--- src/rtl/serial_sub_ctrl_pkg.sv ---
//-----------------------------------------------------------------------------
// serial_sub_pkg
// Shared definitions for the bit-serial subtractor controller:
//   - DEFAULT_WIDTH : default operand/result width in bits
//   - state_t       : controller FSM states (IDLE, SHIFT, DONE)
//-----------------------------------------------------------------------------
package serial_sub_pkg;

    localparam int DEFAULT_WIDTH = 8;

    typedef enum logic [1:0] {
        IDLE  = 2'd0,
        SHIFT = 2'd1,
        DONE  = 2'd2
    } state_t;

endpackage : serial_sub_pkg

--- src/rtl/serial_sub_ctrl_if.sv ---
//-----------------------------------------------------------------------------
// serial_sub_ctrl_if
// Request/result bundle of the bit-serial subtractor.
//   start : request, sampled only while the controller is idle
//   a, b  : minuend / subtrahend, sampled on the accepting edge
//   busy  : high while bits are being processed
//   done  : one-cycle pulse, diff/bo are final
//   diff  : (a - b) mod 2^WIDTH
//   bo    : final borrow, 1 iff a < b (unsigned)
// Modports: master drives the request, slave is the subtractor.
//-----------------------------------------------------------------------------
import serial_sub_pkg::*;

interface serial_sub_ctrl_if #(
    parameter int WIDTH = DEFAULT_WIDTH
);
    logic             start;
    logic [WIDTH-1:0] a;
    logic [WIDTH-1:0] b;
    logic             busy;
    logic             done;
    logic [WIDTH-1:0] diff;
    logic             bo;

    modport master (
        output start, a, b,
        input  busy, done, diff, bo
    );

    modport slave (
        input  start, a, b,
        output busy, done, diff, bo
    );
endinterface : serial_sub_ctrl_if

--- src/rtl/serial_sub_ctrl_full_sub_bit.sv ---
//-----------------------------------------------------------------------------
// half_sub / full_sub_bit
// Combinational one-bit subtractor cells.
//   half_sub     : x, y        -> d = x ^ y, bout = ~x & y
//   full_sub_bit : a, b, bin   -> d = a ^ b ^ bin,
//                                 bout = (~a & b) | (~(a ^ b) & bin)
// The full cell is two half cells in series (a-b, then minus bin) with
// the two partial borrows OR-ed; they can never both be 1.
//-----------------------------------------------------------------------------
module half_sub (
    input  logic x,
    input  logic y,
    output logic d,
    output logic bout
);
    assign d    = x ^ y;
    assign bout = ~x & y;
endmodule : half_sub

module full_sub_bit (
    input  logic a,
    input  logic b,
    input  logic bin,
    output logic d,
    output logic bout
);
    logic w_d1;
    logic w_b1;
    logic w_b2;

    half_sub u_hs_ab (
        .x    (a),
        .y    (b),
        .d    (w_d1),
        .bout (w_b1)
    );

    half_sub u_hs_bin (
        .x    (w_d1),
        .y    (bin),
        .d    (d),
        .bout (w_b2)
    );

    assign bout = w_b1 | w_b2;
endmodule : full_sub_bit

--- src/rtl/serial_sub_ctrl.sv ---
//-----------------------------------------------------------------------------
// serial_sub_ctrl
// Bit-serial WIDTH-bit unsigned subtractor. A start accepted in IDLE
// latches a and b; the next WIDTH edges feed their LSBs through a single
// full_sub_bit cell, LSB first, with the borrow held in a flop. The
// difference is shifted in from the MSB side so that after WIDTH shifts
// bit 0 lands in diff[0]. A one-cycle done pulse follows.
// Ports:
//   clk   : clock, rising edge
//   rst_n : asynchronous active-low reset
//   bus   : serial_sub_ctrl_if.slave (start, a, b, busy, done, diff, bo)
// All outputs are driven directly by flops.
//-----------------------------------------------------------------------------
module serial_sub_ctrl
    import serial_sub_pkg::*;
#(
    parameter int WIDTH = DEFAULT_WIDTH
) (
    input  logic               clk,
    input  logic               rst_n,
    serial_sub_ctrl_if.slave   bus
);
    // WIDTH >= 2 keeps CW >= 1; the counter only needs to reach WIDTH-1.
    localparam int             CW       = $clog2(WIDTH);
    localparam logic [CW-1:0]  LAST_BIT = CW'(WIDTH - 1);

    state_t            r_state;
    state_t            w_state_next;
    logic              w_accept;
    logic              w_shift;
    logic              w_last;

    logic [WIDTH-1:0]  r_a;
    logic [WIDTH-1:0]  r_b;
    logic              r_bin;
    logic [CW-1:0]     r_cnt;
    logic [WIDTH-1:0]  r_diff;
    logic              r_bo;
    logic              r_busy;
    logic              r_done;

    logic              w_d;
    logic              w_bout;

    full_sub_bit u_full_sub_bit (
        .a    (r_a[0]),
        .b    (r_b[0]),
        .bin  (r_bin),
        .d    (w_d),
        .bout (w_bout)
    );

    //-------------------------------------------------------------------------
    // FSM state register
    //-------------------------------------------------------------------------
    always_ff @(posedge clk or negedge rst_n) begin
        if (!rst_n) begin
            r_state <= IDLE;
        end else begin
            r_state <= w_state_next;
        end
    end

    //-------------------------------------------------------------------------
    // FSM next-state and datapath strobes
    //-------------------------------------------------------------------------
    always_comb begin
        w_state_next = r_state;
        w_accept     = 1'b0;
        w_shift      = 1'b0;
        w_last       = 1'b0;
        case (r_state)
            IDLE: begin
                if (bus.start) begin
                    w_accept     = 1'b1;
                    w_state_next = SHIFT;
                end
            end
            SHIFT: begin
                w_shift = 1'b1;
                if (r_cnt == LAST_BIT) begin
                    w_last       = 1'b1;
                    w_state_next = DONE;
                end
            end
            DONE: begin
                w_state_next = IDLE;
            end
            default: begin
                w_state_next = IDLE;
            end
        endcase
    end

    //-------------------------------------------------------------------------
    // Status flags registered from the next state so busy/done are
    // clean flop outputs aligned with the state they describe.
    //-------------------------------------------------------------------------
    always_ff @(posedge clk or negedge rst_n) begin
        if (!rst_n) begin
            r_busy <= 1'b0;
            r_done <= 1'b0;
        end else begin
            r_busy <= (w_state_next == SHIFT);
            r_done <= (w_state_next == DONE);
        end
    end

    //-------------------------------------------------------------------------
    // Operand shift registers, borrow flop, bit counter and results
    //-------------------------------------------------------------------------
    always_ff @(posedge clk or negedge rst_n) begin
        if (!rst_n) begin
            r_a    <= '0;
            r_b    <= '0;
            r_bin  <= 1'b0;
            r_cnt  <= '0;
            r_diff <= '0;
            r_bo   <= 1'b0;
        end else if (w_accept) begin
            r_a    <= bus.a;
            r_b    <= bus.b;
            r_bin  <= 1'b0;
            r_cnt  <= '0;
            r_diff <= '0;
            r_bo   <= 1'b0;
        end else if (w_shift) begin
            r_a    <= r_a >> 1;
            r_b    <= r_b >> 1;
            r_bin  <= w_bout;
            r_cnt  <= r_cnt + CW'(1);
            r_diff <= {w_d, r_diff[WIDTH-1:1]};
            if (w_last) begin
                r_bo <= w_bout;
            end
        end
    end

    assign bus.busy = r_busy;
    assign bus.done = r_done;
    assign bus.diff = r_diff;
    assign bus.bo   = r_bo;

endmodule : serial_sub_ctrl

--- src/flat_wrapper.sv ---
// flat-port wrapper written by rule: the top's interface ports become plain ports
module serial_sub_ctrl_flat import serial_sub_pkg::*;
#(
    parameter int WIDTH = DEFAULT_WIDTH
)
  (clk, rst_n, bus_start, bus_a, bus_b, bus_busy, bus_done, bus_diff, bus_bo);
  serial_sub_ctrl_if #(.WIDTH(WIDTH)) bus_i ();
  input  logic clk;
  input  logic rst_n;
  input wire logic [$bits(bus_i.start)-1:0] bus_start;
  input wire logic [$bits(bus_i.a)-1:0] bus_a;
  input wire logic [$bits(bus_i.b)-1:0] bus_b;
  output wire logic [$bits(bus_i.busy)-1:0] bus_busy;
  output wire logic [$bits(bus_i.done)-1:0] bus_done;
  output wire logic [$bits(bus_i.diff)-1:0] bus_diff;
  output wire logic [$bits(bus_i.bo)-1:0] bus_bo;
  assign bus_i.start = bus_start;
  assign bus_i.a = bus_a;
  assign bus_i.b = bus_b;
  assign bus_busy = bus_i.busy;
  assign bus_done = bus_i.done;
  assign bus_diff = bus_i.diff;
  assign bus_bo = bus_i.bo;
  serial_sub_ctrl #(.WIDTH(WIDTH)) u_core (.clk(clk), .rst_n(rst_n), .bus(bus_i));
endmodule
--- config.mk ---
export PLATFORM = sky130hd
export DESIGN_NAME = serial_sub_ctrl_flat
export DESIGN_NICKNAME = d
export VERILOG_FILES = /design/src/rtl/serial_sub_ctrl_pkg.sv /design/src/rtl/serial_sub_ctrl_if.sv /design/src/rtl/serial_sub_ctrl_full_sub_bit.sv /design/src/rtl/serial_sub_ctrl.sv /design/src/flat_wrapper.sv
export SDC_FILE = /design/constraint.sdc
export NUM_CORES = 1
export LEC_CHECK = 0
export CAP_MARGIN = 20
export CORE_MARGIN = 2
export CORE_UTILIZATION = 54
export CTS_CLUSTER_DIAMETER = 80
export DETAILED_ROUTE_END_ITERATION = 10
export PLACE_DENSITY_LB_ADDON = 0.3
export REMOVE_ABC_BUFFERS = 1
export SYNTH_ARGS = -nofsm -noshare
export SYNTH_HDL_FRONTEND = slang
export SYNTH_SLANG_ARGS = --single-unit
--- constraint.sdc ---
create_clock -name clk -period 2.93 [get_ports clk]
set_clock_uncertainty 0.2 [all_clocks]
set_input_delay 0.586 -clock clk [delete_from_list [all_inputs] [get_ports clk]]
set_output_delay 0.586 -clock clk [all_outputs]
set_load 0.03 [all_outputs]
==> impl_metrics.json, run 1 <==
{
  "synth-edff-count": 0,
  "holdCritPathClass": "reg -> reg",
  "gp_routability_congestion": 0.677,
  "synth_common_cells": "dfrtp_1 (33), a22o_1 (10), o221a_2 (10), or4b_1 (10), buf_2 (8)",
  "synth_xor_area_share_pct": 0,
  "fin_nets": 162,
  "status": "finished clean",
  "vias_per_cell": 6.15,
  "max_stage_delay_ns": 0.68,
  "rsz0062_at_grt": "no",
  "cts_buffers": 5,
  "cp_slowest_cell": "clkdlybuf4s50_1",
  "fp.dieArea_um2": 3220,
  "finalSetupViolations": 0,
  "start_kind": "register",
  "drc": 0,
  "ir_drop_uv": 813,
  "cellPowerDensity_nw_per_um2": 999,
  "n_antenna_cell": 0,
  "synth_compound_area_share_pct": 19.6,
  "relSlewSlack_pct": 48.6,
  "dpl.hpwl_um": 1810,
  "cts_tree": "done",
  "num_rows": 19,
  "die_h_um": 56.8,
  "firstDrtPassIters": 4,
  "worst_setup_path_end_kind": "output pin",
  "ys_top_cells_by_area": "dfrtp_1 (55%), o221a_2 (7.5%), or4b_1 (6.7%)",
  "antenna_found_initial": 0,
  "syn-cell-area_um2": 1500,
  "synth_adder_area_share_pct": 3.00,
  "synth_top_area_cell": "dfrtp_1",
  "ys_seq_area_share_pct": 54.9,
  "io_buffers": 29,
  "start_util_pct": 55.5,
  "synth.distinct_cells": 25,
  "critical-path-top-delay-family": "buffers and inverters",
  "clock-sinks": 33,
  "p_leak_nw": 0.791,
  "yosys_warnings": 0,
  "ctsHoldBuffers": 0,
  "grt_pass1_wl_um": 4760,
  "max_freq_mhz": 458,
  "root_buffer": "clkbuf_4",
  "drive_gt1_share_pct": 13.7,
  "crit_chain": "clkdlybuf4s50_1",
  "grt.overflow.total": 0,
  "synth_most_common_cell": "dfrtp_1",
  "yosys.area_share.simple_pct": 16.6,
  "fin_crit_sh_pct": 74.5,
  "drt-wirelength-per-cell_um": 16.6,
  "clk_latency_ns": 0.33,
  "num_vias": 1046,
  "die_w_um": 56.8,
  "avgSynthCellArea_um2": 13.2,
  "worstPathRequired_ns": 2.14,
  "synth_top_area_share_pct": 54.9,
  "htree_levels": 2,
  "num_io_pins": 30,
  "critPathKind": "reg -> out",
  "coreArea_um2": 2710,
  "tightest_slew_ns": 0.771,
  "grt_pass1_vias": 1073,
  "clockBufferDepth": 2,
  "cp_num_buf_inv": 1,
  "synth_flop_cell": "dfrtp_1",
  "crit_fanout": 3,
  "hold_viol": 0,
  "holdWs_ns": 0.294,
  "synth_top_family_by_area": "compound AO/OA/AOI/OAI gates",
  "tns_ns": 0,
  "cts_resized": 0,
  "grt_max_degree": 34,
  "clkTransAtPathRegs_ns": 0.09,
  "wl_um": 2820,
  "ys_async_sr_fraction_pct": 100,
  "synth_seq_cells": 33,
  "syn2layout_area_growth_pct": 21.3,
  "muxShareOfSynthArea_pct": 0.666,
  "cts_setup_buffers": 0,
  "cap_viol_max_count": 0,
  "drv_slew": 0,
  "ant_nets": 0,
  "period_needed_ns": 2.18,
  "syn-instance-count": 114,
  "arrival_ns": 1.40,
  "dr.first_iter.drc_count": 37,
  "grt.total_usage_pct": 19.4
}
state kept, by name, summed over array words and instances, names as in the netlist:
name	flops
u_core.bus.diff	8
u_core.r_a	8
u_core.r_b	8
u_core.r_cnt	3
u_core.r_state	2
u_core.bus.bo	1
u_core.bus.busy	1
u_core.bus.done	1
u_core.r_bin	1
layer usage:
metal	track usage, %	share of wire [%]	vias up
met5	0	0	-
li1	-	-	499
met3	6.45	4.4	7
met1	24.4	46	520
met2	31.4	48	20
met4	6.98	1.8	0
layout by cell type, fill, tap and decap left out:
| master | netlist | layout |
|---|---|---|
| and2_1 | 2 | 2 |
| or4b_1 | 10 | 10 |
| o21ba_2 | 1 | 1 |
| dfrtp_1 | 33 | 33 |
| inv_1 | 5 | 5 |
| a22o_1 | 10 | 10 |
| mux2i_1 | 1 | 1 |
| a221oi_1 | 1 | 1 |
| and2b_1 | 1 | 1 |
| clkinv_2 | 0 | 1 |
| o22ai_1 | 1 | 1 |
| nor4b_1 | 4 | 4 |
| a21oi_1 | 2 | 2 |
| nor4bb_1 | 3 | 3 |
| clkdlybuf4s50_1 | 0 | 29 |
| a211o_1 | 3 | 3 |
| o221a_2 | 10 | 10 |
| nor3b_1 | 5 | 5 |
| clkbuf_4 | 0 | 5 |
| fa_1 | 1 | 1 |
| ha_1 | 2 | 2 |
| nand2b_1 | 3 | 3 |
| and3b_1 | 1 | 1 |
| a211oi_1 | 3 | 3 |
| o21bai_2 | 1 | 1 |
| buf_4 | 0 | 1 |
final timing paths:
check                                               start                     endpoint  slack [ns]  cells past startpoint
hold / removal                u_core.r_cnt[0]$_DFFE_PN0P_  u_core.r_cnt[0]$_DFFE_PN0P_        0.29                      1
hold reg to reg               u_core.r_cnt[0]$_DFFE_PN0P_  u_core.r_cnt[0]$_DFFE_PN0P_        0.29                      1
min in group asynchronous                           rst_n  u_core.r_state[1]$_DFF_PN0_        0.44                      2
max in group asynchronous                           rst_n    u_core.r_a[6]$_DFFE_PN0P_        1.78                      2
setup / recovery           u_core.bus.diff[2]$_DFFE_PN0P_                  bus_diff[2]        0.75                      1
setup reg to reg              u_core.r_state[0]$_DFF_PN0_    u_core.r_b[5]$_DFFE_PN0P_        0.90                      2
through the flow:
stage,cell area (um^2),power [mW],worst slack (ns),utilization [%],std cells
finish,1820,1.82,0.748,67.3,170
global route,1820,1.94,0.685,67.3,170
CTS,1820,1.84,0.729,67.3,170
detailed placement,1780,1.61,0.455,65.7,164
global placement,1780,1.57,0.505,65.7,164
floorplan,1450,1.33,1.31,-,103
cell families (layout without fill, tap and decap cells):
| family | Yosys count | in the layout |
|---|---|---|
| AO/OA/AOI/OAI | 32 | 32 |
| adder cells (fa/ha/maj) | 3 | 3 |
| buffers and inverters | 16 | 41 |
| flip-flops | 33 | 33 |
| multiplexers | 1 | 1 |
| AND/OR/NAND/NOR | 29 | 29 |
power breakdown:
part	total (mW)	leakage, nW	switching, mW	internal [mW]
registers	0.823	0.405	0.169	0.654
logic	0.775	0.359	0.370	0.405
clock network	0.223	0.0269	0.140	0.0831
final cells by class:
| type | instances | area (um^2) |
|---|---|---|
| fillers | 215 | 886 |
| well taps | 31 | 38.8 |
| clock buffers | 5 | 37.5 |
| clock inverters | 1 | 5.00 |
| repair buffers | 30 | 298 |
| flip-flops and latches | 33 | 826 |
| multi-input cells | 65 | 601 |
| inverters | 5 | 18.8 |
(Power assumes the default switching activity.)
==> run 2, diff against run 1 <==
Settings changed: CORE_UTILIZATION 54 to 45.
Clock period 2.93 ns to 1.95 ns, I/O delays scaled along.
==> run 2 against run 1 <==
Compared with the run above:
- global-route usage fell by 1.1 points
- largest cell class unchanged
- sequential cell count did not move
- highest routed layer unchanged
- non-clock buffer count rose by 7
- final cell count rose by 12%
==> impl_metrics.json, run 2 (synthesized netlist as in run 1, its figures left out) <==
{
  "pre_cts_slack_ns": -0.0202,
  "crit_fanout": 1,
  "dr.first_iter.drc_count": 46,
  "fin_util_pct": 60.8,
  "r2r_cells": 3,
  "clockBufferDepth": 2,
  "relSlewSlack_pct": 68.1,
  "setup_slack_ns": 0.0597,
  "period_needed_ns": 1.89,
  "critical-path-top-delay-family": "buffers and inverters",
  "worst_setup_path_end_kind": "output pin",
  "num_io_pins": 30,
  "r2r_end": "u_core.r_b[4]$_DFFE_PN0P_",
  "power_frac_comb_pct": 43.0,
  "tightest_slew_ns": 0.479,
  "num_rows": 20,
  "holdCritPathClass": "in -> async",
  "final_area_um2": 1900,
  "fp.dieArea_um2": 3820,
  "cts_tree": "done",
  "wl_um": 3020,
  "p_leak_nw": 0.895,
  "power.switching_mw": 1.02,
  "status": "finished clean",
  "power_frac_seq_pct": 43.5,
  "crit_chain": "clkdlybuf4s50_1",
  "max_freq_mhz": 529,
  "holdWs_ns": 0.257,
  "ant_nets": 0,
  "max_stage_delay_ns": 0.67,
  "tns_ns": 0,
  "antenna_found_initial": 0,
  "drive_gt1_share_pct": 17.7,
  "die_h_um": 61.8,
  "cap_viol_max_count": 0,
  "cp_slowest_cell": "clkdlybuf4s50_1",
  "drt-wirelength-per-cell_um": 15.8,
  "clk_latency_ns": 0.31,
  "gp_routability_congestion": 0.747,
  "htree_levels": 2,
  "firstDrtPassIters": 4,
  "worstPathRequired_ns": 1.36,
  "cts_setup_buffers": 0,
  "finalSetupViolations": 0,
  "grt.overflow.total": 0,
  "grt_pass1_vias": 1077,
  "power_mw": 2.77,
  "clkTransAtPathRegs_ns": 0.09,
  "cts_buffers": 5,
  "grt_pass1_wl_um": 4940,
  "start_util_pct": 48.1,
  "regToRegStartpoint": "u_core.r_state[0]$_DFF_PN0_",
  "n_antenna_cell": 0,
  "fin_crit_sh_pct": 96.9,
  "dp_cells": 184,
  "fill_cells": 278,
  "start_kind": "register",
  "die_w_um": 61.8,
  "root_buffer": "clkbuf_4",
  "cp_num_buf_inv": 1,
  "grt_max_degree": 34,
  "cellPowerDensity_nw_per_um2": 1460,
  "fin_nets": 169,
  "fin_cells": 191,
  "clock-sinks": 33,
  "hold_viol": 0,
  "mostFrequentLayoutCells": "dfrtp_1 (33), clkdlybuf4s50_1 (19), or4b_1 (10), o221a_2 (10), a22o_1 (10)",
  "grt.total_usage_pct": 18.3,
  "layout_commonest_cell": "dfrtp_1",
  "syn2layout_area_growth_pct": 26.4,
  "rsz0062_at_grt": "no",
  "multiInputGateArea_um2": 601,
  "ir_drop_uv": 584,
  "coreArea_um2": 3130,
  "dpl_cell_area_um2": 1850,
  "io_buffers": 29,
  "arrival_ns": 1.30,
  "swShare_pct": 36.9,
  "drv_slew": 0,
  "register_area_um2": 826,
  "cell_internal_pwr_mw": 1.75,
  "num_vias": 1089,
  "dpl.hpwl_um": 2180,
  "rrSetupSlack_ns": 0.18,
  "critPathKind": "reg -> out",
  "vias_per_cell": 5.70,
  "drc": 0,
  "ctsHoldBuffers": 0,
  "pwr-share-clk_pct": 13.5
}
## run 2: cell types whose count changed in the layout (fill, tap and decap cells not counted), moves of 2 or more
cell / previous run / this run
clkdlybuf4s50_1: 29 / 19
dlygate4sd2_1: 0 / 8
buf_4: 1 / 8
dlymetal6s2s_1: 0 / 2
## run 2: power groups by stage
stage	clock network, mW	logic (mW)	registers (mW)
finish	0.375	1.19	1.21
global route	0.420	1.32	1.24
CTS	0.388	1.21	1.21
detailed placement	0	1.26	1.22
global placement	0	1.22	1.20
floorplan	0	0.641	1.36
## run 2: how the worst max path moves through the flow
| stage | from | end | slack [ns] | cells after the start |
|---|---|---|---|---|
| floorplan | u_core.r_state[0]$_DFF_PN0_ | u_core.r_a[0]$_DFFE_PN0P_ | 0.33 | 2 |
| global placement | bus_start | u_core.r_a[1]$_DFFE_PN0P_ | 0.03 | 4 |
| detailed placement | bus_start | u_core.r_a[3]$_DFFE_PN0P_ | -0.02 | 4 |
| CTS | u_core.bus.diff[0]$_DFFE_PN0P_ | bus_diff[0] | 0.005 | 1 |
| global route | u_core.bus.busy$_DFF_PN0_ | bus_busy | 0.03 | 1 |
| finish | u_core.bus.busy$_DFF_PN0_ | bus_busy | 0.06 | 1 |
## run 2: routing by layer
metal / global-route usage (%) / share of wire [%] / vias up / wire length, um
met3: 5.59 / 4.5 / 6 / 137
met5: 0 / 0 / - / 0
li1: - / - / 513 / -
met1: 23.3 / 44 / 539 / 1320
met4: 8.21 / 2.0 / 0 / 61
met2: 28.9 / 50 / 31 / 1500
## run 2: timing repair
action / 4_1_cts / 5_1_grt
endpoints found under the hold margin: 0 / 0
resized for setup: 8 / 2
setup endpoints to repair: 8 / 2
gates cloned: 0 / 0
## run 2: layout make-up
type	count	area share, %
sequential	33	43.4
multi-input combinational	65	31.6
timing repair buffer	37	18.2
clock buffer	7	2.90
tap	44	2.90
inverter	5	0.987
==> run 3, diff against run 2 <==
Settings changed: ABC_CLOCK_PERIOD_IN_PS set to 1880, CORE_UTILIZATION 45 to 50.
Clock period 1.95 ns to 1.88 ns, I/O delays scaled along.
==> run 3 against run 2 <==
Compared with the run above:
- the flow now finishes with violations (design-rule violations)
- non-clock buffer count increased by 1
- die area decreased by 9.4%
- via count decreased by 0.18%
- first-iteration DRC count decreased by 54%
- utilization increased by 6.1 points
- worst hold slack got worse by 0.037 ns
- highest routed layer unchanged
- power increased by 3.5%
- sequential cell count unchanged
==> impl_metrics.json, run 3 (synthesized netlist as in run 1, its figures left out) <==
{
  "cts_tree": "done",
  "drive_gt1_share_pct": 17.4,
  "root_buffer": "clkbuf_4",
  "cts_buffers": 5,
  "dr.first_iter.drc_count": 21,
  "drt-wirelength-per-cell_um": 16.3,
  "grt.overflow.total": 0,
  "clockBufferDepth": 2,
  "cts_setup_buffers": 0,
  "startpoint": "u_core.bus.bo$_DFFE_PN0P_",
  "ir_drop_uv": 970,
  "clkTransAtPathRegs_ns": 0.10,
  "grt.total_usage_pct": 20.1,
  "period_needed_ns": 1.70,
  "register_area_um2": 826,
  "worst_setup_path_end_kind": "output pin",
  "power_frac_seq_pct": 41.9,
  "layout_commonest_cell": "dfrtp_1",
  "power.switching_mw": 1.08,
  "arrival_ns": 1.12,
  "status": "finished with violations",
  "cp_slowest_cell": "dlygate4sd2_1",
  "violations": "design-rule violations",
  "hold_viol": 0,
  "fin_nets": 170,
  "multiInputGateArea_um2": 601,
  "antenna_found_initial": 0,
  "cp_num_buf_inv": 1,
  "clock-sinks": 33,
  "pre_cts_slack_ns": -0.119,
  "tightest_slew_ns": 0.446,
  "rrSetupSlack_ns": 0.18,
  "pwr-share-clk_pct": 13.2,
  "setup_slack_ns": 0.181,
  "relSlewSlack_pct": 70.2,
  "p_leak_nw": 0.868,
  "crit_fanout": 3,
  "firstDrtPassIters": 7,
  "finalSetupViolations": 0,
  "grt_pass1_wl_um": 5020,
  "mostFrequentLayoutCells": "dfrtp_1 (33), clkdlybuf4s50_1 (18), dlygate4sd2_1 (11)",
  "die_h_um": 58.8,
  "num_rows": 19,
  "cts_resized": 11,
  "holdCritPathClass": "in -> async",
  "max_stage_delay_ns": 0.41,
  "tns_ns": 0,
  "num_io_pins": 30,
  "worstPathRequired_ns": 1.30,
  "clk_latency_ns": 0.34,
  "ant_nets": 0,
  "io_buffers": 29,
  "max_freq_mhz": 589,
  "dpl.hpwl_um": 2090,
  "power_frac_comb_pct": 45.0,
  "wl_um": 2940,
  "htree_levels": 2,
  "cap_viol_max_count": 0,
  "regToRegStartpoint": "u_core.r_state[1]$_DFF_PN0_",
  "coreArea_um2": 2810,
  "drc": 1,
  "swShare_pct": 37.7,
  "num_vias": 1087,
  "gp_routability_congestion": 0.736,
  "crit_chain": "dlygate4sd2_1",
  "fp.dieArea_um2": 3460,
  "grt_pass1_vias": 1108,
  "n_antenna_cell": 0,
  "fin_crit_sh_pct": 90.4,
  "cellPowerDensity_nw_per_um2": 1530,
  "syn2layout_area_growth_pct": 24.8,
  "start_kind": "register",
  "vias_per_cell": 6.04,
  "drv_slew": 0,
  "die_w_um": 58.8,
  "critical-path-top-delay-family": "buffers and inverters",
  "ctsHoldBuffers": 0,
  "critPathKind": "reg -> out",
  "cell_internal_pwr_mw": 1.79,
  "rsz0062_at_grt": "no",
  "grt_max_degree": 34,
  "fill_cells": 221,
  "start_util_pct": 53.6
}
-- run 3: area by class of cell --
type / instances / area share (%)
Tap cell: 31 / 2.07
Multi-Input combinational cell: 65 / 32.0
Clock buffer: 8 / 2.60
Timing Repair Buffer: 38 / 18.3
Inverter: 5 / 1.00
Sequential cell: 33 / 44.0
-- run 3: metal layers --
metal  track usage (%)  vias to the layer above  wire length (um)
met5                 0                        -                 0
met4              7.79                        0                53
met3              7.25                        5               160
met2              33.0                       25              1430
met1              24.1                      544              1290
li1                  -                      513                 -
-- run 3: final timing paths --
check | end | cells after the start
max | bus_bo | 1
min | u_core.r_a[5]$_DFFE_PN0P_ | 2
max reg2reg | u_core.r_a[0]$_DFFE_PN0P_ | 3
min reg2reg | u_core.r_cnt[0]$_DFFE_PN0P_ | 1
max in group asynchronous | u_core.bus.diff[5]$_DFFE_PN0P_ | 2
min in group clk | u_core.r_cnt[0]$_DFFE_PN0P_ | 1
-- run 3: power by group through the flow --
stage	Sequential [mW]	Clock (mW)	Combinational, mW
floorplan	1.41	0	0.665
global placement	1.21	0	1.32
detailed placement	1.22	0	1.37
CTS	1.20	0.379	1.31
global route	1.24	0.412	1.42
finish	1.20	0.378	1.29
-- run 3: stage by stage --
| step | util [%] | total power [mW] | hold WS, ns | cells | area, um^2 |
|---|---|---|---|---|---|
| after floorplan | - | 2.08 | -0.120 | 103 | 1450 |
| after global placement | 65.7 | 2.52 | 0.273 | 172 | 1840 |
| after detailed placement | 65.7 | 2.59 | 0.295 | 172 | 1840 |
| after CTS | 66.9 | 2.89 | 0.234 | 180 | 1880 |
| after global routing | 66.9 | 3.08 | 0.241 | 180 | 1880 |
| final | 66.9 | 2.87 | 0.221 | 180 | 1880 |
